==> config.mk <==
export PLATFORM = sky130hd
export DESIGN_NAME = dram
export DESIGN_NICKNAME = d
export VERILOG_FILES = /design/src/rtl/dram_pkg.sv /design/src/rtl/dram_retention.sv /design/src/rtl/dram.sv
export SDC_FILE = /design/constraint.sdc
export NUM_CORES = 1
export LEC_CHECK = 0
export ABC_AREA = 1
export CORE_UTILIZATION = 50
export DETAILED_ROUTE_END_ITERATION = 10
export PLACE_DENSITY_LB_ADDON = 0.12
export SYNTH_ARGS = -nofsm -noshare
export SYNTH_HDL_FRONTEND = slang
export SYNTH_SLANG_ARGS = --single-unit
==> constraint.sdc <==
create_clock -name clk -period 2 [get_ports clk]
set_input_delay 0.3 -clock clk [delete_from_list [all_inputs] [get_ports clk]]
set_output_delay 0.3 -clock clk [all_outputs]
set_load 0.05 [all_outputs]
==> src/rtl/dram_pkg.sv <==
// rtl/dram_pkg.sv - shared defaults and word/address types for the dram scratch memory
package dram_pkg;
    localparam int DEF_DATA_WIDTH    = 16;
    localparam int DEF_ADDR_WIDTH    = 4;
    localparam int DEF_DEPTH         = 1 << DEF_ADDR_WIDTH;
    localparam int DEF_RETENTION_CYC = 64;

    typedef logic [DEF_DATA_WIDTH-1:0] word_t;
    typedef logic [DEF_ADDR_WIDTH-1:0] addr_t;
endpackage

==> src/rtl/dram_retention.sv <==
// rtl/dram_retention.sv - per-word age counters flagging words lost to missed refresh (DRAM_RETENTION_EN)
module dram_retention
    import dram_pkg::*;
#(
    parameter int DEPTH         = DEF_DEPTH,
    parameter int RETENTION_CYC = DEF_RETENTION_CYC
) (
    input  logic             clk,
    input  logic             rst,
    input  logic             refresh,
    input  logic [DEPTH-1:0] wr_hit,
    output logic [DEPTH-1:0] expired
);
    localparam int AGE_W = $clog2(RETENTION_CYC) + 1;
    localparam logic [AGE_W-1:0] AGE_MAX = AGE_W'(RETENTION_CYC);

    logic [AGE_W-1:0] age [DEPTH];

    // Ages saturate so a lost word stays flagged until rewritten or refreshed.
    always_ff @(posedge clk) begin
        if (rst || refresh) begin
            for (int i = 0; i < DEPTH; i++) age[i] <= '0;
        end else begin
            for (int i = 0; i < DEPTH; i++) begin
                if (wr_hit[i])
                    age[i] <= '0;
                else if (age[i] != AGE_MAX)
                    age[i] <= age[i] + 1'b1;
            end
        end
    end

    always_comb begin
        expired = '0;
        for (int i = 0; i < DEPTH; i++) expired[i] = (age[i] == AGE_MAX);
    end
endmodule

==> src/rtl/dram.sv <==
// rtl/dram.sv - true dual-port scratch DRAM model with refresh stall; DRAM_RETENTION_EN adds data decay
module dram
    import dram_pkg::*;
#(
    parameter int DATA_WIDTH    = DEF_DATA_WIDTH,
    parameter int ADDR_WIDTH    = DEF_ADDR_WIDTH,
    parameter int RETENTION_CYC = DEF_RETENTION_CYC
) (
    input  logic                  clk,
    input  logic                  rst,
    input  logic                  we_a,
    input  logic                  we_b,
    input  logic                  read_en_a,
    input  logic                  read_en_b,
    input  logic                  refresh_en,
    input  logic [ADDR_WIDTH-1:0] addr_a,
    input  logic [ADDR_WIDTH-1:0] addr_b,
    input  logic [DATA_WIDTH-1:0] data_in_a,
    input  logic [DATA_WIDTH-1:0] data_in_b,
    output logic [DATA_WIDTH-1:0] data_out_a,
    output logic [DATA_WIDTH-1:0] data_out_b
);
    localparam int DEPTH = 1 << ADDR_WIDTH;

    logic [DATA_WIDTH-1:0] mem [DEPTH];
    logic [DEPTH-1:0]      expired;
    logic                  a_dropped;

    assign a_dropped = we_b && (addr_b == addr_a);

`ifdef DRAM_RETENTION_EN
    logic [DEPTH-1:0] wr_hit;

    always_comb begin
        wr_hit = '0;
        for (int i = 0; i < DEPTH; i++)
            wr_hit[i] = !refresh_en &&
                        ((we_a && addr_a == ADDR_WIDTH'(i)) || (we_b && addr_b == ADDR_WIDTH'(i)));
    end

    dram_retention #(
        .DEPTH         (DEPTH),
        .RETENTION_CYC (RETENTION_CYC)
    ) u_retention (
        .clk     (clk),
        .rst     (rst),
        .refresh (refresh_en),
        .wr_hit  (wr_hit),
        .expired (expired)
    );
`else
    logic unused_retention;
    assign unused_retention = ^RETENTION_CYC;
    assign expired = '0;
`endif

    // Expiry wipes happen even in refresh cycles, so a refresh cannot resurrect a lost word.
    always_ff @(posedge clk) begin
        if (rst) begin
            for (int i = 0; i < DEPTH; i++) mem[i] <= '0;
            data_out_a <= '0;
            data_out_b <= '0;
        end else begin
            for (int i = 0; i < DEPTH; i++)
                if (expired[i]) mem[i] <= '0;
            if (!refresh_en) begin
                if (read_en_a) data_out_a <= expired[addr_a] ? '0 : mem[addr_a];
                if (read_en_b) data_out_b <= expired[addr_b] ? '0 : mem[addr_b];
                if (we_a && !a_dropped) mem[addr_a] <= data_in_a;
                if (we_b)               mem[addr_b] <= data_in_b;
            end
        end
    end
endmodule

==> metrics.csv, run 1 <==
metric,value,unit
status,completed,
power.switching,4790,uW
antenna_found_initial,1,
hold_viol,0,
ys_warn_count,0,
grt_first_pass_wirelength,113000,um
vias_per_cell,5.88,
arrival,1680,ps
first_pass_iters,8,
drc_errors,0,
ys_seq_area_frac,0.454,
placement.io_buffers,78,
power.density,735,mW/mm2
worstHoldStart,addr_b[0],
cts_max_path_buffers,3,
p_clk_frac,0.400,
clk-insertion-delay-late,530,ps
hpwl,54000,um
root_buffer,clkbuf_16,
p_sw_frac,0.287,
grt_pass1_vias,18046,
tightest_slew,700,ps
drt_iter0_drc,2708,
crit_chain,clkdlybuf4s50_1,
clkTransAtPathRegs,60,ps
drive_gt1_frac,0.131,
holdBufCountCts,0,
holdWs,525,ps
p_comb_frac,0.176,
vdd_drop_max,486,uV
internal_power,11900,uW
synthTopCellsByCount,"nand2_1, nand3_1, edfxtp_1, o21ai_0, inv_1",
skew,18.8,ps
worstPathRequired,1700,ps
vias,19625,
die_w,194,um
num_rows,69,
pwr-share-seq,0.424,
track_usage,0.403,
grt_max_degree,68,
async_flop_share,0,
synthesis.nets,2719,
avgSynthCellArea,6.87,um2
max_freq,505,MHz
fin_nets,2898,
power.leakage,0.0108,uW
syn2layout_area_growth,23.4,%
ys_types,24,
worstSetupPathType,reg -> out,
cp_slowest_stage_delay,800,ps
critPathTopFamily,buffers and inverters,
synth_edf_count,256,
reg2reg_from,mem[14][15],
die-area,0.0375,mm2
cp_slowest_cell,clkdlybuf4s50_1,
yosysMostFrequentCell,nand2_1,
synth_flop_cell,edfxtp_1,
endpoint_kind,output port,
synth_top_area_share,0.419,
wl_per_cell,22.8,um
maxCapViolations,0,
crit_fanout,2,
die_h,194,um
final-setup-viol-count,0,
synth_area,0.0184,mm2
io_pins,79,
synth_cells,2672,
rsz0062_at_grt,no,
htree_levels,2,
worst-path-buf-inv,1,
maxSlewViolCount,0,
core-area,0.0358,mm2
startpoint,data_out_b[8],
period_share,0.990,
fill_cells,3187,
postCtsSetupRepairBufs,0,
cts_buffers,35,
finalCoreUtilization,0.632,
ant_nets,0,
initial_core_util,0.512,
finalWirelength,76100,um
cp-start-kind,flop,
fin_crit,1980,ps
slew_headroom,0.528,
grt-ovfl-total,0,
post-synth-top-area-cell,edfxtp_1,
finalWeightedCongestion,0.990,
synth.ff_latch_count,288,
cts_sinks,288,
hp-class,in -> reg,
synthTopCellsByArea,"edfxtp_1, nand2_1, nand3_1, o21ai_0, dfxtp_1",
cts_tree,yes,
per-layer routing:
layer | track usage | share of wire
met1 | 0.529 | 0.37
met2 | 0.611 | 0.43
met3 | 0.0908 | 0.14
met4 | 0.239 | 0.068
met5 | 0 | 0
kinds of logic (layout without fill, tap and decap cells):
kind of cell              after synthesis  in the layout  synth area share
and+or+nand+nor                      1725           1725             0.379
buffers and inverters                 365            566            0.0823
AOI/OAI and AO/OA                     293            293            0.0844
DFF                                   288            288             0.454
xor gates and xnor gates                1              1          0.000477
other                                   0              2                 0
stage by stage:
step	setup WS, ps	instances	setup TNS, ps	cell area [um2]	total power, uW
floorplan	1.22	2672	0	18400	8580
global placement	-337	3275	-86280	21400	9980
detailed placement	-309	3275	-107070	21400	10000
CTS	4.96	3334	0	22600	16600
global route	0.474	3334	0	22700	17100
finish	19.8	3336	0	22700	16700
final cells by class:
cell class | instances | area, um2 | area share
clock buffers | 44 | 1040 | 0.0457
clock inverters | 15 | 158 | 0.00696
well taps | 461 | 577 | 0.0255
flip-flops and latches | 288 | 8330 | 0.368
multi-input cells | 2019 | 8570 | 0.378
inverters | 161 | 609 | 0.0269
repair buffers | 346 | 3380 | 0.149
diodes | 2 | 5.00 | 0.000221
power by group through the flow:
stage | logic [uW] | registers (uW) | clock network [uW]
CTS | 2830 | 7070 | 6670
global route | 3070 | 7110 | 6900
finish | 2920 | 7070 | 6660
global placement | 2800 | 7180 | 0
floorplan | 1290 | 7290 | 0
detailed placement | 2820 | 7190 | 0
registers in the layout, indices dropped and copies added (netlist names):
register    count
mem           256
data_out_a     16
data_out_b     16
cell usage in the layout (no fill, tap or decap), types with 3 or more instances in the layout:
cell             count
o21ai_1              4
buf_12              46
nor2_2              26
inv_1              150
dlygate4sd2_1        3
o21ai_0            256
nand2_2              9
inv_2                6
clkdlybuf4s50_1     60
edfxtp_1           256
buf_4              223
nor2_1             132
nand3_2              5
clkinv_2             3
bufinv_16            3
o21bai_1            33
nand4_1             18
dfxtp_1             32
clkbuf_16           40
nand2_1           1264
clkinv_1             9
nand3_1            265
dlymetal6s2s_1      11
clkinv_4             3
timing repair:
| item | in CTS | in global routing |
|---|---|---|
| cloned | 0 | 0 |
| setup endpoints to repair | 3 | 11 |
| pin swaps | 0 | 0 |
| gates resized for setup | 3 | 11 |
path summary, 6_finish.rpt:
path | endpoint | slack, ps | cells after the start
min reg2reg | data_out_a[8] | 530 | 2
min | mem[11][15] | 530 | 5
max | data_out_b[8] | 20 | 1
max reg2reg | data_out_a[15] | 290 | 9
(Power assumes the default switching activity.)
==> run 2, diff against run 1 <==
CTS_CLUSTER_SIZE = 10   (was not set)
MAX_ROUTING_LAYER = met4   (was not set)
==> run 2 against run 1 <==
Compared with the run above:
- register-to-register slack got worse by 20 ps
- count of clock-buffer cells in the layout up 6
- worst setup slack improved by 13 ps
- worst hold slack better by 5.2 ps
- via count is 1.2% lower
- largest power group unchanged
- clock skew shrank 11 ps
- die area did not move
- largest cell class unchanged
- utilization decreased by 0.87 points
==> metrics.csv, run 2 (synthesized netlist as in run 1, its figures left out) <==
metric,value,unit,change
vias,19389,,-1.2%
htree_levels,2,,unchanged
wl_per_cell,22.9,um,+0.43%
grt-ovfl-total,0,,unchanged
initial_core_util,0.512,,unchanged
ff2ff_path_depth,9,,unchanged
ant_nets,0,,unchanged
placement.io_buffers,78,,unchanged
worst-path-buf-inv,1,,unchanged
status,completed,,
power.density,708,mW/mm2,-3.7%
wl_met1,27900,um,about the same
worstPathRequired,1700,ps,about the same
final-setup-viol-count,0,,unchanged
p_total,15800,uW,-5.0%
hold_viol,0,,unchanged
r2r_setup_slack,270,ps,-20 ps
reg2reg_from,mem[13][15],,
clk-insertion-delay-late,530,ps,about the same
holdBufCountCts,0,,unchanged
whs_endpoint,data_out_a[13],,
cp-start-kind,flop,,
p_clk_frac,0.370,,-0.030
rsz0062_at_grt,no,,
maxCapViolations,0,,unchanged
final_common_cell,nand2_1,,
fin_cells,3315,,-0.63%
max_freq,508,MHz,+0.65%
track_usage,0.418,,+0.0151
cts_max_path_buffers,3,,unchanged
internal_power,11200,uW,-5.9%
cts_buffers,36,,+2.9%
syn2layout_area_growth,21.8,%,
largest_register,mem,,
fin_nets,2883,,-0.52%
timing.rr.end,data_out_a[15],,
drc_errors,0,,unchanged
root_buffer,clkbuf_16,,
grt_first_pass_wirelength,113000,um,about the same
die_w,194,um,unchanged
crit_cells,1,,unchanged
endpoint_kind,output port,,
io_pins,79,,unchanged
period_share,0.984,,-0.00636
crit_fanout,2,,unchanged
antenna_found_initial,1,,unchanged
p_sw_frac,0.294,,+0.00660
vdd_drop_max,587,uV,+21%
p_comb_frac,0.182,,+0.006
finalWeightedCongestion,1.00,,+0.98%
slew_headroom,0.530,,+0.00152
grt_max_degree,77,,+13%
worstSetupPathType,reg -> out,,
dr_wl_met2,32800,um,+0.15%
finalWirelength,76000,um,-0.20%
pwr-share-seq,0.447,,+0.023
skew,8.16,ps,-10.6 ps
holdWs,530,ps,+5.19 ps
cts_sinks,288,,unchanged
drt_iter0_drc,2626,,-3.0%
hold_depth,2,,-3
tightest_slew,698,ps,-2.26 ps
clkTransAtPathRegs,50,ps,about the same
hpwl,53700,um,-0.64%
place_area,0.0213,mm2,-0.56%
post-place-cells,3259,,-0.49%
die-area,0.0375,mm2,unchanged
layout_common_cells,"nand2_1, nand3_1, o21ai_0, edfxtp_1, buf_4",,
arrival,1670,ps,about the same
critPathTopFamily,buffers and inverters,,
vias_per_cell,5.85,,-0.58%
highest_layer,met4,,
core-area,0.0358,mm2,unchanged
design_area,0.0223,mm2,-1.4%
wl_met3,9980,um,-3.7%
maxSlewViolCount,0,,unchanged
first_pass_iters,6,,-2
cp_slowest_stage_delay,810,ps,about the same
cts_tree,yes,,
worstHoldStart,data_out_a[13],,
num_rows,69,,unchanged
largest_register_ffs,256,,unchanged
crit_chain,clkdlybuf4s50_1,,
drive_gt1_frac,0.121,,-0.00925
hp-class,reg -> reg,,
power.switching,4650,uW,-2.8%
power.leakage,0.0107,uW,-1.3%
fin_crit,1970,ps,-12.7 ps
grt_pass1_vias,18239,,+1.1%
largestRegisters,"mem x256, data_out_a x16, data_out_b x16",,
cp_slowest_cell,clkdlybuf4s50_1,,
finalCoreUtilization,0.624,,-0.00866
die_h,194,um,unchanged
-- run 2: cell count changes in the layout (fill, tap and decap cells not counted), sizes merged --
cell,previous run,this run
buf,272,256
clkdlybuf4s50,60,57
clkinv,15,8
diode,2,1
bufinv,3,0
dlymetal6s2s,11,14
clkbuf,44,50
-- run 2: metrics by stage --
stage	worst slack, ps	setup TNS, ps
6_report	32.5	0
3_5_place_dp	-352	-131330
2_1_floorplan	1.22	0
5_1_grt	2.19	0
3_3_place_gp	-354	-128120
4_1_cts	1.51	0
-- run 2: worst max path at each step --
stage                         from              to  slack, ps
detailed placement      refresh_en       mem[9][2]       -350
floorplan                      rst      mem[11][0]          1
global placement        refresh_en      mem[9][12]       -350
global route        data_out_b[14]  data_out_b[14]          2
CTS                 data_out_b[10]  data_out_b[10]          2
finish              data_out_b[15]  data_out_b[15]         30
-- run 2: layer usage --
metal | GRT usage | up-vias
met1 | 0.524 | 8882
li1 | - | 8888
met3 | 0.0879 | 279
met2 | 0.618 | 1340
met4 | 0.262 | 0
met5 | - | -
-- run 2: layout make-up --
cell class,count,area (um2)
antenna,1,2.50
inverter,161,609
tap,461,577
multi-input combinational,2019,8570
fill,3228,13500
clock buffer,50,975
sequential,288,8330
clock inverter,5,23.8
timing repair buffer,330,3270
-- run 2: power groups by stage --
stage / sequential, uW / clock, uW / combinational [uW]
CTS: 7080 / 5870 / 2810
finish: 7080 / 5860 / 2890
global route: 7110 / 6100 / 3050
global placement: 7190 / 0 / 2780
detailed placement: 7190 / 0 / 2800
floorplan: 7290 / 0 / 1290
-- run 2: tightest hold or removal path, delay by kind of cell, from the launching register on --
family | cells | cell delay, ps
AOI/OAI and AO/OA | 1 | 80
DFF | 1 | 320
and+or+nand+nor | 1 | 90
-- run 2: what timing repair did --
item / CTS / global route
setup endpoints to repair: 3 / 14
hold endpoints to repair: 0 / 0
gates resized for setup: 3 / 14
setup buffers: 0 / 0
